$ cat src/rtl/decode_stage_if.sv
`default_nettype none
// ============================================================================
// Module   : decode_stage_if
// Brief    : Fetch / decode-output / writeback / flush bundle for decode_stage.
//            slave modport is the decode stage, master is its environment.
// Revision : 1.0  initial release
// ============================================================================
interface decode_stage_if #(
   parameter int REG_NUM  = 4,
   parameter int IMM_BITS = 8,
   parameter int PC_NUM   = 7,
   parameter int OPCODE_W = 3
) ();
   localparam int REG_BITS = $clog2(REG_NUM);
   localparam int PC_BITS  = $clog2(PC_NUM);
   localparam int INS_SIZE = OPCODE_W + 3 * REG_BITS + IMM_BITS;

   logic                fetch_valid_i;
   logic                fetch_ready_o;
   logic [INS_SIZE-1:0] fetch_instr_i;
   logic [PC_BITS-1:0]  fetch_pc_i;

   logic                dec_valid_o;
   logic                dec_ready_i;
   logic [OPCODE_W-1:0] dec_opcode_o;
   logic [REG_BITS-1:0] dec_rs1_o;
   logic [REG_BITS-1:0] dec_rs2_o;
   logic [REG_BITS-1:0] dec_rd_o;
   logic [IMM_BITS-1:0] dec_imm_o;
   logic [PC_BITS-1:0]  dec_pc_o;
   logic                dec_we_o;
   logic                dec_use_imm_o;
   logic                dec_illegal_o;

   logic                wb_valid_i;
   logic [REG_BITS-1:0] wb_rd_i;
   logic                flush_i;

   modport slave (
      input  fetch_valid_i, fetch_instr_i, fetch_pc_i, dec_ready_i,
             wb_valid_i, wb_rd_i, flush_i,
      output fetch_ready_o, dec_valid_o, dec_opcode_o, dec_rs1_o, dec_rs2_o,
             dec_rd_o, dec_imm_o, dec_pc_o, dec_we_o, dec_use_imm_o, dec_illegal_o
   );

   modport master (
      output fetch_valid_i, fetch_instr_i, fetch_pc_i, dec_ready_i,
             wb_valid_i, wb_rd_i, flush_i,
      input  fetch_ready_o, dec_valid_o, dec_opcode_o, dec_rs1_o, dec_rs2_o,
             dec_rd_o, dec_imm_o, dec_pc_o, dec_we_o, dec_use_imm_o, dec_illegal_o
   );
endinterface
`default_nettype wire

$ cat src/rtl/decode_stage.sv
`default_nettype none
// ============================================================================
// Module   : decode_stage
// Brief    : Decode stage with 1-entry skid buffer, 1-entry output register
//            and a pending-write scoreboard for RAW/WAW hazard stalls.
// Revision : 1.0  initial release
// ============================================================================
module decode_stage #(
   parameter int REG_NUM  = 4,
   parameter int IMM_BITS = 8,
   parameter int PC_NUM   = 7,
   parameter int OPCODE_W = 3
) (
   input  wire logic clk,
   input  wire logic rst,
   decode_stage_if.slave bus
);
   localparam int REG_BITS = $clog2(REG_NUM);
   localparam int PC_BITS  = $clog2(PC_NUM);
   localparam int INS_SIZE = OPCODE_W + 3 * REG_BITS + IMM_BITS;

   localparam logic [OPCODE_W-1:0] OP_NOP = OPCODE_W'(0);
   localparam logic [OPCODE_W-1:0] OP_ADD = OPCODE_W'(1);
   localparam logic [OPCODE_W-1:0] OP_MOV = OPCODE_W'(2);

   typedef struct packed {
      logic [OPCODE_W-1:0] opcode;
      logic [REG_BITS-1:0] rs1;
      logic [REG_BITS-1:0] rs2;
      logic [REG_BITS-1:0] rd;
      logic [IMM_BITS-1:0] imm;
      logic [PC_BITS-1:0]  pc;
      logic                we;
      logic                use_imm;
      logic                illegal;
   } dec_t;

   // State
   logic                skid_full_q, skid_full_d;
   logic [INS_SIZE-1:0] skid_instr_q, skid_instr_d;
   logic [PC_BITS-1:0]  skid_pc_q, skid_pc_d;
   logic                out_valid_q, out_valid_d;
   dec_t                out_q, out_d;
   logic [REG_NUM-1:0]  scoreboard_q, scoreboard_d;

   // Head / decode / hazard
   logic [INS_SIZE-1:0] head_instr;
   logic [PC_BITS-1:0]  head_pc;
   logic                head_valid;
   logic [OPCODE_W-1:0] head_op;
   dec_t                head_dec;
   logic                head_reads;
   logic [REG_NUM-1:0]  wb_clr;
   logic [REG_NUM-1:0]  sb_eff;
   logic                hazard;
   logic                out_free;
   logic                issue;
   logic                fetch_xfer;

   // Ready depends only on the skid flop and reset, never on dec_ready_i.
   assign bus.fetch_ready_o = ~skid_full_q & ~rst;
   assign fetch_xfer        = bus.fetch_valid_i & bus.fetch_ready_o;

   // Select the oldest instruction and decode its control fields.
   always_comb begin
      head_instr = skid_full_q ? skid_instr_q : bus.fetch_instr_i;
      head_pc    = skid_full_q ? skid_pc_q    : bus.fetch_pc_i;
      head_valid = skid_full_q | fetch_xfer;
      head_op    = head_instr[INS_SIZE-1 -: OPCODE_W];

      head_dec.rs1     = head_instr[IMM_BITS+3*REG_BITS-1 -: REG_BITS];
      head_dec.rs2     = head_instr[IMM_BITS+2*REG_BITS-1 -: REG_BITS];
      head_dec.rd      = head_instr[IMM_BITS+REG_BITS-1 -: REG_BITS];
      head_dec.imm     = head_instr[IMM_BITS-1:0];
      head_dec.pc      = head_pc;
      head_dec.opcode  = OP_NOP;
      head_dec.we      = 1'b0;
      head_dec.use_imm = 1'b0;
      head_dec.illegal = 1'b0;
      head_reads       = 1'b0;
      case (head_op)
         OP_NOP: ;
         OP_ADD: begin
            head_dec.opcode = OP_ADD;
            head_dec.we     = 1'b1;
            head_reads      = 1'b1;
         end
         OP_MOV: begin
            head_dec.opcode  = OP_MOV;
            head_dec.we      = 1'b1;
            head_dec.use_imm = 1'b1;
         end
         default: head_dec.illegal = 1'b1;  // passed through as a nop
      endcase
   end

   // Hazard check against the scoreboard with same-cycle writeback bypass.
   always_comb begin
      wb_clr = '0;
      if (bus.wb_valid_i) wb_clr[bus.wb_rd_i] = 1'b1;
      sb_eff = scoreboard_q & ~wb_clr;
      hazard = (head_reads & (sb_eff[head_dec.rs1] | sb_eff[head_dec.rs2])) |
               (head_dec.we & sb_eff[head_dec.rd]);
      out_free = ~out_valid_q | bus.dec_ready_i;
      issue    = head_valid & ~hazard & out_free & ~bus.flush_i;
   end

   // Next-state for skid, output register and scoreboard.
   always_comb begin
      skid_full_d  = skid_full_q;
      skid_instr_d = skid_instr_q;
      skid_pc_d    = skid_pc_q;
      out_valid_d  = out_valid_q;
      out_d        = out_q;
      scoreboard_d = scoreboard_q & ~wb_clr;

      if (bus.flush_i) begin
         skid_full_d = 1'b0;
         out_valid_d = 1'b0;
      end else begin
         if (skid_full_q && issue) begin
            skid_full_d = 1'b0;
         end else if (!skid_full_q && fetch_xfer && !issue) begin
            skid_full_d  = 1'b1;
            skid_instr_d = bus.fetch_instr_i;
            skid_pc_d    = bus.fetch_pc_i;
         end

         if (issue) begin
            out_valid_d = 1'b1;
            out_d       = head_dec;
            if (head_dec.we) scoreboard_d[head_dec.rd] = 1'b1;  // set beats clear
         end else if (out_valid_q && bus.dec_ready_i) begin
            out_valid_d = 1'b0;
         end
      end
   end

   // State registers with synchronous reset.
   always_ff @(posedge clk) begin
      if (rst) begin
         skid_full_q  <= 1'b0;
         skid_instr_q <= '0;
         skid_pc_q    <= '0;
         out_valid_q  <= 1'b0;
         out_q        <= '0;
         scoreboard_q <= '0;
      end else begin
         skid_full_q  <= skid_full_d;
         skid_instr_q <= skid_instr_d;
         skid_pc_q    <= skid_pc_d;
         out_valid_q  <= out_valid_d;
         out_q        <= out_d;
         scoreboard_q <= scoreboard_d;
      end
   end

   assign bus.dec_valid_o   = out_valid_q;
   assign bus.dec_opcode_o  = out_q.opcode;
   assign bus.dec_rs1_o     = out_q.rs1;
   assign bus.dec_rs2_o     = out_q.rs2;
   assign bus.dec_rd_o      = out_q.rd;
   assign bus.dec_imm_o     = out_q.imm;
   assign bus.dec_pc_o      = out_q.pc;
   assign bus.dec_we_o      = out_q.we;
   assign bus.dec_use_imm_o = out_q.use_imm;
   assign bus.dec_illegal_o = out_q.illegal;
endmodule
`default_nettype wire

$ cat src/flat_wrapper.sv
// flat-port wrapper written by rule: the top's interface ports become plain ports
module decode_stage_flat 
#(
   parameter int REG_NUM  = 4,
   parameter int IMM_BITS = 8,
   parameter int PC_NUM   = 7,
   parameter int OPCODE_W = 3
)
  (clk, rst, bus_fetch_valid_i, bus_fetch_instr_i, bus_fetch_pc_i, bus_dec_ready_i, bus_wb_valid_i, bus_wb_rd_i, bus_flush_i, bus_fetch_ready_o, bus_dec_valid_o, bus_dec_opcode_o, bus_dec_rs1_o, bus_dec_rs2_o, bus_dec_rd_o, bus_dec_imm_o, bus_dec_pc_o, bus_dec_we_o, bus_dec_use_imm_o, bus_dec_illegal_o);
  decode_stage_if #(.REG_NUM(REG_NUM), .IMM_BITS(IMM_BITS), .PC_NUM(PC_NUM), .OPCODE_W(OPCODE_W)) bus_i ();
  input  wire logic clk;
  input  wire logic rst;
  input wire logic [$bits(bus_i.fetch_valid_i)-1:0] bus_fetch_valid_i;
  input wire logic [$bits(bus_i.fetch_instr_i)-1:0] bus_fetch_instr_i;
  input wire logic [$bits(bus_i.fetch_pc_i)-1:0] bus_fetch_pc_i;
  input wire logic [$bits(bus_i.dec_ready_i)-1:0] bus_dec_ready_i;
  input wire logic [$bits(bus_i.wb_valid_i)-1:0] bus_wb_valid_i;
  input wire logic [$bits(bus_i.wb_rd_i)-1:0] bus_wb_rd_i;
  input wire logic [$bits(bus_i.flush_i)-1:0] bus_flush_i;
  output wire logic [$bits(bus_i.fetch_ready_o)-1:0] bus_fetch_ready_o;
  output wire logic [$bits(bus_i.dec_valid_o)-1:0] bus_dec_valid_o;
  output wire logic [$bits(bus_i.dec_opcode_o)-1:0] bus_dec_opcode_o;
  output wire logic [$bits(bus_i.dec_rs1_o)-1:0] bus_dec_rs1_o;
  output wire logic [$bits(bus_i.dec_rs2_o)-1:0] bus_dec_rs2_o;
  output wire logic [$bits(bus_i.dec_rd_o)-1:0] bus_dec_rd_o;
  output wire logic [$bits(bus_i.dec_imm_o)-1:0] bus_dec_imm_o;
  output wire logic [$bits(bus_i.dec_pc_o)-1:0] bus_dec_pc_o;
  output wire logic [$bits(bus_i.dec_we_o)-1:0] bus_dec_we_o;
  output wire logic [$bits(bus_i.dec_use_imm_o)-1:0] bus_dec_use_imm_o;
  output wire logic [$bits(bus_i.dec_illegal_o)-1:0] bus_dec_illegal_o;
  assign bus_i.fetch_valid_i = bus_fetch_valid_i;
  assign bus_i.fetch_instr_i = bus_fetch_instr_i;
  assign bus_i.fetch_pc_i = bus_fetch_pc_i;
  assign bus_i.dec_ready_i = bus_dec_ready_i;
  assign bus_i.wb_valid_i = bus_wb_valid_i;
  assign bus_i.wb_rd_i = bus_wb_rd_i;
  assign bus_i.flush_i = bus_flush_i;
  assign bus_fetch_ready_o = bus_i.fetch_ready_o;
  assign bus_dec_valid_o = bus_i.dec_valid_o;
  assign bus_dec_opcode_o = bus_i.dec_opcode_o;
  assign bus_dec_rs1_o = bus_i.dec_rs1_o;
  assign bus_dec_rs2_o = bus_i.dec_rs2_o;
  assign bus_dec_rd_o = bus_i.dec_rd_o;
  assign bus_dec_imm_o = bus_i.dec_imm_o;
  assign bus_dec_pc_o = bus_i.dec_pc_o;
  assign bus_dec_we_o = bus_i.dec_we_o;
  assign bus_dec_use_imm_o = bus_i.dec_use_imm_o;
  assign bus_dec_illegal_o = bus_i.dec_illegal_o;
  decode_stage #(.REG_NUM(REG_NUM), .IMM_BITS(IMM_BITS), .PC_NUM(PC_NUM), .OPCODE_W(OPCODE_W)) u_core (.clk(clk), .rst(rst), .bus(bus_i));
endmodule
$ cat config.mk
export PLATFORM = sky130hd
export DESIGN_NAME = decode_stage_flat
export DESIGN_NICKNAME = d
export VERILOG_FILES = /design/src/rtl/decode_stage_if.sv /design/src/rtl/decode_stage.sv /design/src/flat_wrapper.sv
export SDC_FILE = /design/constraint.sdc
export NUM_CORES = 1
export LEC_CHECK = 0
export CAP_MARGIN = 10
export CORE_MARGIN = 2
export CORE_UTILIZATION = 56
export DETAILED_ROUTE_END_ITERATION = 10
export DONT_BUFFER_PORTS = 1
export GPL_TIMING_DRIVEN = 0
export PLACE_DENSITY = 0.8
export SYNTH_ARGS = -nofsm -noshare
export SYNTH_HDL_FRONTEND = slang
export SYNTH_SLANG_ARGS = --single-unit
$ cat constraint.sdc
create_clock -name clk -period 2.2 [get_ports clk]
set_input_delay 0.11 -clock clk [delete_from_list [all_inputs] [get_ports clk]]
set_output_delay 0.11 -clock clk [all_outputs]
set_load 0.02 [all_outputs]
==> reports/qor.csv, run 1 <==
stage,metric,value,unit
power,switching share of power,28.6,%
setup_path,required time of the worst setup path,2.43,ns
global_routing,first-pass GRT wire length,11.7,mm
timing,fmax,406,MHz
timing,final setup vio count,47,
setup_path,worst path cell trace,"mux2i_2, nand2_1, o22ai_2, o31ai_4, a2111oi_4, buf_4, buf_6, mux2i_1",
logic_synthesis,Ys Warns,0,
logic_synthesis,Synth cell types,39,
power,worst vdd ir,0.643,mV
final_layout,design area,0.00336,mm²
logic_synthesis,register area share after synthesis,40.6,%
power,Switch Pwr,593,µW
clocking,Skew-Pair Late Insertion Delay,0.31,ns
logic_synthesis,"EDFF count, synth",0,
route,DR DRC count,0,
final_layout,antenna cells,0,
power,PwrDens,617,mW/mm²
logic_synthesis,Synth Area per Inst,9.14,µm²
clocking,CTS Root Cell,clkbuf_8,
timing,worst setup margin,-0.264,ns
timing,"Hold Vio Cnt, Final",0,
timing,Slew Limit Fails,0,
setup_path,Critical Path AT,2.70,ns
logic_synthesis,Post-synth ARST share,0,%
clocking,Sink Count,48,
setup_path,"Slowest-stage cell, CP",mux2i_2,
setup_path,crit start category,register,
timing,setup TNS,-9.68,ns
timing,RSZ-0062 raised after global routing,yes,
power,sequential power share,47.8,%
route,Vias,2424,
global_routing,total congestion overflow,0,
floorplanning,die extent in x,69.0,µm
route,Iteration-0 DRC Markers,259,
power,part of the power in combinational logic,19.2,%
placement,Place WS,-0.406,ns
timing,relative slew slack,49.0,%
setup_path,CP Buf/Inv Count,2,
route,WL final,8.27,mm
setup_path,CP Class,register to register,
timing,Final Skew,0.00896,ns
floorplanning,Starting Density,58.8,%
logic_synthesis,Syn Nets,287,
setup_path,crit-path max cell delay,0.46,ns
logic_synthesis,"flops & latches, synth",48,
power,Overall Power,2070,µW
final_layout,share of layout cells above drive strength 1,29.3,%
power,P_leak,0.00120,µW
global_routing,layer with the highest usage,met2,
power,Internal Power,1480,µW
logic_synthesis,Syn Inst Count,259,
timing,Tmin final,2.46,ns
logic_synthesis,top_reg_cell synth,dfxtp_1,
final_layout,synthesis-to-layout area growth,41.8,%
global_routing,total track usage,31.0,%
global_routing,largest net degree at the start of global routing,16,
route,Vias/cell,6.66,
clocking,CTS tree,done,
outcome,status,"complete, but fails checks",
timing,period utilisation layout,112,%
floorplanning,site row count,23,
global_routing,GR Util met2,49.3,%
clocking,H-Tree Depth,2,
final_layout,fin nets,341,
floorplanning,num ports,53,
setup_path,Crit Path Max Fanout,5,
setup_path,Crit. End Element,register,
global_routing,initial antenna violation count,0,
floorplanning,die footprint,0.00477,mm²
setup_path,Worst path top cell family by delay,compound AO/OA/AOI/OAI gates,
hold_path,min-delay worst type,input port to register,
clocking,CTS max path bufs,2,
route,DR pass1 iterations,7,
global_routing,grt met1 use,40.5,%
logic_synthesis,synthesized cell area,0.00237,mm²
clocking,CTS Buf Count,5,
floorplanning,core area,0.00403,mm²
power,clock share of power,32.9,%
route,"antenna viol nets, final",0,
placement,Placed Area,0.00244,mm²
placement,Routability Congestion,0.874,
flow_run,Max-Cap Viols,0,
floorplanning,DIE HEIGHT,69.0,µm
outcome,failing checks,negative setup slack,
global_routing,vias in the first global route,2309,
clocking,"CTS clk-pin slew, worst paths",0.09,ns
timing,actual slew at the worst max-slew pin,0.765,ns
route,routed length per instance,22.7,µm
placement,HPWL Detailed,4.25,mm
global_routing,GRT met3 Usage,6.43,%
placement,PortBufs,0,
-- cells in the mapped netlist, types with 2 or more instances --
library cell / number / share of area (%)
dfxtp_1: 48 / 41
mux2i_1: 37 / 16
nand2_1: 37 / 5.9
a21oi_1: 26 / 5.5
a211oi_1: 19 / 6.0
nand4_1: 14 / 3.7
nand2b_1: 10 / 2.6
clkbuf_1: 7 / 1.1
buf_2: 6 / 1.3
inv_1: 6 / 0.95
nor2_1: 6 / 0.95
nor3_1: 4 / 0.85
buf_6: 3 / 1.4
a22oi_1: 2 / 0.63
a31oi_1: 2 / 0.53
buf_4: 2 / 0.63
mux2_1: 2 / 0.95
mux2_2: 2 / 0.95
nand3b_1: 2 / 0.63
nor4_1: 2 / 0.53
o21a_1: 2 / 0.63
o21ai_1: 2 / 0.42
xor2_1: 2 / 0.74
-- worst register-to-register path: cells and delay by family, from the launching register on --
kind,cells,cell delay [ns]
flops,1,0.41
mux,2,0.65
compound gates,3,0.80
simple gates,1,0.20
buf+inv,2,0.32
-- per-stage QoR --
step	utilization, %	hold WS, ns	std cells
6_report	83.4	0.0337	364
3_3_place_gp	60.6	0.190	309
5_1_grt	83.4	0.0239	364
4_1_cts	78.0	0.0337	351
3_5_place_dp	60.6	0.192	309
2_1_floorplan	-	0.181	259
-- power groups by stage --
stage | Combinational, µW | Sequential (µW) | Clock [µW]
after floorplan | 186 | 996 | 0
after global placement | 225 | 1000 | 0
after detailed placement | 231 | 1010 | 0
after CTS | 337 | 987 | 675
after global routing | 419 | 996 | 712
final | 398 | 992 | 683
-- layer usage --
metal,part of all wire (%),routed length [µm],up-vias
li1,-,-,1046
met1,38,3160,1159
met2,47,3870,168
met3,10,859,51
met4,4.6,381,0
met5,0,0,-
-- state kept, by name, indices dropped and copies added (netlist names) --
name	flops
u_core.skid_instr_q	17
u_core.bus.dec_valid_o	1
u_core.bus.dec_illegal_o	1
u_core.bus.dec_rs2_o	2
u_core.bus.dec_we_o	1
u_core.bus.dec_rs1_o	2
u_core.bus.dec_imm_o	8
u_core.skid_full_q	1
u_core.bus.dec_rd_o	2
u_core.skid_pc_q	3
u_core.scoreboard_q	4
u_core.bus.dec_use_imm_o	1
u_core.bus.dec_opcode_o	2
u_core.bus.dec_pc_o	3
-- cells in the final DEF, fill, tap and decap left out, drive strengths merged, types with 3 or more instances in the layout --
| master | count |
|---|---|
| a211oi | 19 |
| mux2i | 37 |
| dlygate4sd3 | 21 |
| nand4 | 14 |
| clkbuf | 15 |
| nand2 | 37 |
| a21oi | 26 |
| buf | 36 |
| o31ai | 3 |
| nand2b | 10 |
| dfxtp | 48 |
| inv | 6 |
| mux2 | 5 |
| nor3 | 4 |
| nor2 | 7 |
-- cells by family after synthesis --
| group | after synthesis | share of synthesized area (%) |
|---|---|---|
| compound gates | 60 | 17.7 |
| xor+xnor | 2 | 0.740 |
| buf+inv | 25 | 5.55 |
| flops | 48 | 40.6 |
| mux | 42 | 18.2 |
| other cells | 1 | 0.158 |
| simple gates | 81 | 17.1 |
-- area by class of cell --
class	instances	area, µm²
Buffer	19	154
Clock buffer	6	82.6
Clock inverter	2	38.8
Fill cell	206	671
Inverter	6	22.5
Multi-Input combinational cell	186	1510
Sequential cell	48	965
Tap cell	50	62.6
Timing Repair Buffer	47	523
-- final timing paths --
path / from / to / slack (ns) / cells after the start
hold / removal: bus_flush_i / u_core.scoreboard_q[2] / 0.03 / 3
setup / recovery: u_core.skid_full_q / u_core.skid_instr_q[13] / -0.26 / 8
setup reg to reg: u_core.skid_full_q / u_core.skid_instr_q[13] / -0.26 / 8
hold reg to reg: u_core.skid_instr_q[3] / u_core.skid_instr_q[3] / 0.47 / 2
-- timing repair --
action | 4_1_cts | 5_1_grt
hold buffers | 21 | 0
setup endpoints to repair | 48 | 48
setup buffers | 10 | 14
resized for setup | 50 | 24
hold endpoints to repair | 22 | 0
cloned | 4 | 2
pin swaps | 9 | 18
Power figures use the tool's default switching activity.
==> inputs of run 2 (changes only) <==
--- a/config.mk
+++ b/config.mk
@@ -6,7 +6,6 @@
 export NUM_CORES = 1
 export LEC_CHECK = 0
 export CAP_MARGIN = 10
-export CORE_MARGIN = 2
 export CORE_UTILIZATION = 56
 export DETAILED_ROUTE_END_ITERATION = 10
 export DONT_BUFFER_PORTS = 1
==> run 2 against run 1 <==
  * The flow still finishes with violations (negative setup slack)
  * Via count up 8.0%
  * Design area grew 4.0%
  * Global-route usage up 5.5 points
  * Sequential share of layout area fell by 1.1 points
  * Hold slack better by 0.0059 ns
  * Register-to-register slack worse by 0.07 ns
  * Setup slack got worse by 0.067 ns
  * Combinational power rose by 7.0%
  * Largest power group unchanged
==> reports/qor.csv, run 2 (synthesis gave the netlist of run 1 again) <==
stage,metric,value,unit
setup_path,CP Class,register to register,
clocking,Skew-Pair Late Insertion Delay,0.31,ns
timing,worst setup margin,-0.331,ns
setup_path,Crit. End Element,register,
placement,dpl cells,309,
setup_path,reg2reg path depth,8,
setup_path,worst path cell trace,"mux2i_2, nand2_1, o22ai_4, o31ai_4, a2111oi_4, buf_4, buf_8, mux2i_1",
final_layout,most frequent cells in the layout,"dfxtp_1 (47), nand2_1 (37), mux2i_1 (31), buf_4 (23), dlygate4sd3_1 (21)",
placement,PortBufs,0,
hold_path,min-delay worst type,input port to register,
global_routing,total congestion overflow,0,
timing,fmax,395,MHz
route,DR DRC count,0,
clocking,CTS max path bufs,2,
timing,relative slew slack,48.6,%
route,Vias/cell,7.02,
placement,HPWL Detailed,4.30,mm
clocking,H-Tree Depth,2,
final_layout,post-layout util,86.7,%
floorplanning,die extent in x,67.0,µm
floorplanning,site row count,23,
route,Iteration-0 DRC Markers,312,
timing,Tmin final,2.53,ns
global_routing,total track usage,36.5,%
final_layout,synthesis-to-layout area growth,47.5,%
final_layout,fin nets,350,
timing,"Hold Vio Cnt, Final",0,
final_layout,share of layout cells above drive strength 1,33.1,%
flow_run,Max-Cap Viols,0,
route,routed length per instance,25.7,µm
timing,period utilisation layout,115,%
global_routing,vias in the first global route,2353,
final_layout,Post-Layout Cell Count,373,
floorplanning,num ports,53,
timing,actual slew at the worst max-slew pin,0.771,ns
global_routing,largest net degree at the start of global routing,15,
setup_path,crit-path max cell delay,0.48,ns
hold_path,WHS Path Cells,3,
power,P_leak,0.00126,µW
outcome,status,"complete, but fails checks",
final_layout,Biggest register,u_core.skid_instr_q,
route,"antenna viol nets, final",0,
power,worst vdd ir,0.510,mV
floorplanning,DIE HEIGHT,67.0,µm
final_layout,max FFs per register,17,
global_routing,initial antenna violation count,0,
setup_path,"Slowest-stage cell, CP",mux2i_2,
setup_path,required time of the worst setup path,2.43,ns
setup_path,Critical Path Stages,8,
clocking,"CTS clk-pin slew, worst paths",0.10,ns
power,PwrDens,596,mW/mm²
outcome,failing checks,negative setup slack,
setup_path,CP Buf/Inv Count,2,
final_layout,"most common cell after layout, fill and taps aside",dfxtp_1,
setup_path,Critical Path AT,2.76,ns
timing,RSZ-0062 raised after global routing,yes,
route,Vias,2619,
clocking,CTS Buf Count,5,
floorplanning,Starting Density,58.8,%
placement,Routability Congestion,0.903,
global_routing,first-pass GRT wire length,11.8,mm
timing,Final Skew,0.0160,ns
setup_path,crit start category,register,
clocking,Sink Count,48,
setup_path,Crit Path Max Fanout,5,
clocking,CTS Root Cell,clkbuf_8,
clocking,CTS tree,done,
route,DR pass1 iterations,5,
final_layout,antenna cells,0,
floorplanning,core area,0.00403,mm²
route,WL final,9.59,mm
setup_path,Worst path top cell family by delay,compound AO/OA/AOI/OAI gates,
timing,final setup vio count,48,
floorplanning,die footprint,0.00449,mm²
timing,Slew Limit Fails,0,
run 2: cell count changes in the layout (fill, tap and decap cells not counted), moves of 2 or more:
| cell | before | now |
|---|---|---|
| a211oi_1 | 1 | 7 |
| a21oi_4 | 0 | 5 |
| buf_2 | 2 | 0 |
| a21oi_2 | 2 | 9 |
| a211oi_2 | 18 | 12 |
| mux2i_2 | 3 | 1 |
| mux2i_4 | 3 | 5 |
| buf_6 | 9 | 15 |
| mux2_2 | 2 | 0 |
| buf_4 | 16 | 23 |
| a21oi_1 | 24 | 12 |
| mux2_4 | 2 | 5 |
run 2: power by group:
group	switching [µW]	internal, µW
sequential	81.4	916
combinational	223	203
clock	320	338
run 2: path summary, 6_finish.rpt:
path	start	to	slack, ns
worst max-delay path	u_core.skid_full_q	u_core.skid_instr_q[8]	-0.33
worst min-delay path	bus_fetch_instr_i[8]	u_core.scoreboard_q[2]	0.04
worst max register to register	u_core.skid_full_q	u_core.skid_instr_q[8]	-0.33
worst min register to register	u_core.skid_instr_q[3]	u_core.skid_instr_q[3]	0.47
run 2: through the flow:
stage / power [µW] / area, µm² / setup slack, ns / hold WS (ns) / TNS [ns]
after detailed placement: 1240 / 2440 / -0.388 / 0.192 / -15.62
after CTS: 1940 / 3150 / -0.203 / 0.0343 / -4.31
after floorplan: 1180 / 2380 / 0.00545 / 0.181 / 0
final: 2080 / 3490 / -0.331 / 0.0396 / -11.48
after global routing: 2110 / 3490 / -0.432 / 0.0549 / -13.40
after global placement: 1230 / 2440 / -0.343 / 0.190 / -14.28
run 2: final cells by class:
class | count | area [µm²]
Timing Repair Buffer | 57 | 583
Tap cell | 50 | 62.6
Clock buffer | 6 | 72.6
Fill cell | 187 | 536
Buffer | 18 | 153
Sequential cell | 48 | 965
Inverter | 6 | 22.5
Multi-Input combinational cell | 186 | 1600
Clock inverter | 2 | 35.0
run 2: layer usage:
metal  vias to the layer above  GRT usage [%]  share of wire, %
met2                       232           60.3                47
met4                         0           21.3               6.6
met5                         -              0                 0
li1                       1073              -                 -
met3                        81           10.1                10
met1                      1233           41.5                36
run 2: tightest hold or removal path: stages:
cell and delay [ns]:
mux2i_4 0.05, nand4_1 0.10, a21oi_2 0.05
run 2: timing repair:
action                     in CTS  in global routing
cloned                          6                  1
hold endpoints to repair       22                  0
hold buffers                   21                  0
setup endpoints to repair      48                 48
pin swaps                      13                 34
gates resized for setup        48                 54
buffers inserted               18                 13
==> inputs of run 3 (changes only) <==
--- a/config.mk
+++ b/config.mk
@@ -5,11 +5,14 @@
 export SDC_FILE = /design/constraint.sdc
 export NUM_CORES = 1
 export LEC_CHECK = 0
+export ABC_AREA = 1
 export CAP_MARGIN = 10
+export CORE_ASPECT_RATIO = 1.75
 export CORE_UTILIZATION = 56
 export DETAILED_ROUTE_END_ITERATION = 10
 export DONT_BUFFER_PORTS = 1
 export GPL_TIMING_DRIVEN = 0
+export HOLD_SLACK_MARGIN = 0.12
 export PLACE_DENSITY = 0.8
 export SYNTH_ARGS = -nofsm -noshare
 export SYNTH_HDL_FRONTEND = slang
==> run 3 against run 2 <==
  * The run now ends clean
  * Via count down 4.7%
  * Utilization down 18 points
  * Total power down 4.5%
  * Design area down 18%
  * Cell count up 24%
  * Clock-buffer cell count up 1
  * Critical path type unchanged
  * Largest cell class unchanged
  * Highest routed layer unchanged
==> reports/qor.csv, run 3 <==
stage,metric,value,unit
flow_run,Max-Cap Viols,0,
final_layout,share of layout cells above drive strength 1,7.52,%
setup_path,reg2reg path depth,14,
logic_synthesis,most frequent cell after synthesis,nand2_1,
timing,fmax,484,MHz
floorplanning,site row count,31,
logic_synthesis,Synth Area per Inst,6.37,µm²
route,Iteration-0 DRC Markers,78,
setup_path,Crit. End Element,register,
setup_path,CP Class,register to register,
route,DR pass1 iterations,4,
timing,Tmin final,2.07,ns
setup_path,Worst path top cell family by delay,simple AND/OR/NAND/NOR gates,
timing,final setup vio count,0,
logic_synthesis,synthesized cell area,0.00242,mm²
logic_synthesis,"flops & latches, synth",48,
logic_synthesis,"EDFF count, synth",0,
timing,period utilisation layout,93.9,%
setup_path,CP most frequent cell,nand2_1,
final_layout,Biggest register,u_core.skid_instr_q,
route,DR DRC count,0,
setup_path,R2R Setup Slk,0.13,ns
clocking,CTS Root Cell,clkbuf_8,
clocking,post-CTS setup buffer count,0,
clocking,CTS max path bufs,2,
final_layout,synthesis-to-layout area growth,18.0,%
route,routed length per instance,14.3,µm
clocking,"CTS clk-pin slew, worst paths",0.09,ns
floorplanning,Starting Density,58.4,%
final_layout,fin nets,439,
setup_path,crit path launch,u_core.skid_full_q,
logic_synthesis,"area leader, netlist",dfxtp_1,
final_layout,Post-Layout Cell Count,461,
timing,WHS,0.185,ns
setup_path,worst path cell trace,"buf_6, nand2_1, nand2_1, nand3_1, nand3_1, nand2_1, nand2_1, nand2_2, nand2_2, buf_6, buf_6, nand3_1, nand2_1, nor2_1",
clocking,Sink Count,48,
clocking,Skew-Pair Late Insertion Delay,0.30,ns
global_routing,largest net degree at the start of global routing,15,
setup_path,Critical Path Stages,14,
logic_synthesis,register area share after synthesis,39.7,%
setup_path,Critical Path AT,2.27,ns
setup_path,crit start category,register,
setup_path,crit path capture,u_core.skid_instr_q[14],
setup_path,required time of the worst setup path,2.40,ns
power,P_leak,0.00129,µW
logic_synthesis,Yosys top cell area share,39.7,%
final_layout,antenna cells,0,
final_layout,"most common cell after layout, fill and taps aside",nand2_1,
hold_path,min-delay worst type,input port to register,
setup_path,"Slowest-stage cell, CP",dfxtp_2,
outcome,status,"complete, no violations",
setup_path,crit-path max cell delay,0.41,ns
setup_path,RR Endpoint,u_core.skid_instr_q[14],
logic_synthesis,Synth cell types,18,
final_layout,most frequent cells in the layout,"nand2_1 (95), nor2_1 (60), dfxtp_1 (47), inv_1 (36), nand3_1 (35)",
global_routing,initial antenna violation count,0,
global_routing,total congestion overflow,0,
placement,Routability Congestion,0.913,
logic_synthesis,Post-synth ARST share,0,%
final_layout,max FFs per register,17,
clocking,CTS tree,done,
logic_synthesis,synth top area cells,"dfxtp_1 (40%), nand2_1 (15%), nor2_1 (9.3%), nand3_1 (7.2%), a21oi_1 (6.4%)",
route,Vias/cell,5.41,
floorplanning,DIE HEIGHT,89.0,µm
route,"antenna viol nets, final",0,
timing,setup TNS,0,ns
power,PwrDens,696,mW/mm²
placement,PortBufs,0,
global_routing,first-pass GRT wire length,10.2,mm
logic_synthesis,top cells by instance count after synthesis,"nand2_1 (95), nor2_1 (60), dfxtp_1 (48)",
power,worst vdd ir,0.605,mV
logic_synthesis,top_reg_cell synth,dfxtp_1,
clocking,H-Tree Depth,2,
clocking,CTS Buf Count,5,
logic_synthesis,Syn Nets,408,
route,WL final,6.59,mm
floorplanning,die extent in x,51.7,µm
floorplanning,num ports,53,
final_layout,fillcell total,371,
setup_path,r2r startpoint,u_core.skid_full_q,
timing,RSZ-0062 raised after global routing,yes,
global_routing,total track usage,30.3,%
power,Overall Power,1990,µW
placement,dpl cells,429,
timing,Slew Limit Fails,0,
floorplanning,core area,0.00415,mm²
logic_synthesis,Syn Inst Count,380,
global_routing,vias in the first global route,2328,
timing,Final Skew,0.00412,ns
placement,HPWL Detailed,4.59,mm
setup_path,Crit Path Max Fanout,10,
logic_synthesis,Ys Warns,0,
route,Vias,2496,
floorplanning,die footprint,0.00460,mm²
setup_path,CP Buf/Inv Count,3,
timing,"Hold Vio Cnt, Final",0,
==> run 3: cell families (layout without fill, tap and decap cells) <==
group	count (synthesis)	count (layout)	share of synthesized area (%)
and+or+nand+nor	194	194	32.3
AOI/OAI and AO/OA	75	75	15.8
other	1	1	0.155
DFF	48	48	39.7
buffers and inverters	62	94	12.1
==> run 3: area by class of cell <==
class | instances | area, µm² | share of cell area (%)
Sequential cell | 48 | 962 | 33.7
Multi-Input combinational cell | 270 | 1170 | 41.0
Timing Repair Buffer | 24 | 240 | 8.41
Buffer | 23 | 149 | 5.21
Tap cell | 49 | 61.3 | 2.15
Clock inverter | 1 | 30.0 | 1.05
Clock buffer | 7 | 96.3 | 3.37
Inverter | 39 | 146 | 5.12
==> run 3: what timing repair did <==
| item | CTS | global route |
|---|---|---|
| resized for setup | 2 | 3 |
| endpoints found under the hold margin | 30 | 0 |
| endpoints found under the setup margin | 37 | 43 |
| hold buffers | 24 | 0 |
==> run 3: where the power goes <==
part / switching (µW) / total, µW / internal, µW / leakage (µW)
clock network: 304 / 706 / 401 / 0.0000645
registers: 60.0 / 975 / 915 / 0.000392
logic: 187 / 308 / 121 / 0.000833
==> run 3: worst min path at each step <==
stage | startpoint | to | slack [ns] | depth (start not counted)
floorplan | bus_dec_ready_i | u_core.bus.dec_valid_o | 0.29 | 3
global placement | bus_flush_i | u_core.bus.dec_valid_o | 0.31 | 3
detailed placement | bus_flush_i | u_core.bus.dec_valid_o | 0.31 | 3
CTS | bus_wb_valid_i | u_core.scoreboard_q[0] | 0.19 | 5
global route | bus_wb_rd_i[1] | u_core.scoreboard_q[2] | 0.22 | 5
finish | bus_wb_valid_i | u_core.scoreboard_q[0] | 0.18 | 5
==> run 3: metrics by stage <==
step | utilization [%] | setup slack, ns | area, µm²
after detailed placement | 59.8 | -0.0734 | 2480
after CTS | 68.7 | 0.0315 | 2850
after global routing | 68.9 | -0.0171 | 2860
after floorplan | - | 0.475 | 2420
after global placement | 59.8 | 0.0238 | 2480
final | 68.9 | 0.134 | 2860
==> run 3: metal layers <==
metal | wire, µm | track usage (%) | vias up | part of all wire, %
met5 | 0 | 0 | - | 0
met4 | 264 | 15.7 | 0 | 4.0
met3 | 239 | 4.76 | 25 | 3.6
met2 | 3520 | 57.5 | 78 | 53
met1 | 2570 | 30.7 | 1129 | 39
li1 | - | - | 1264 | -
==> run 3: tightest hold or removal path, stage by stage <==
cell	delay, ns
nand2_1	0.05
nand2_1	0.12
inv_1	0.05
nand2_1	0.06
a21oi_1	0.05
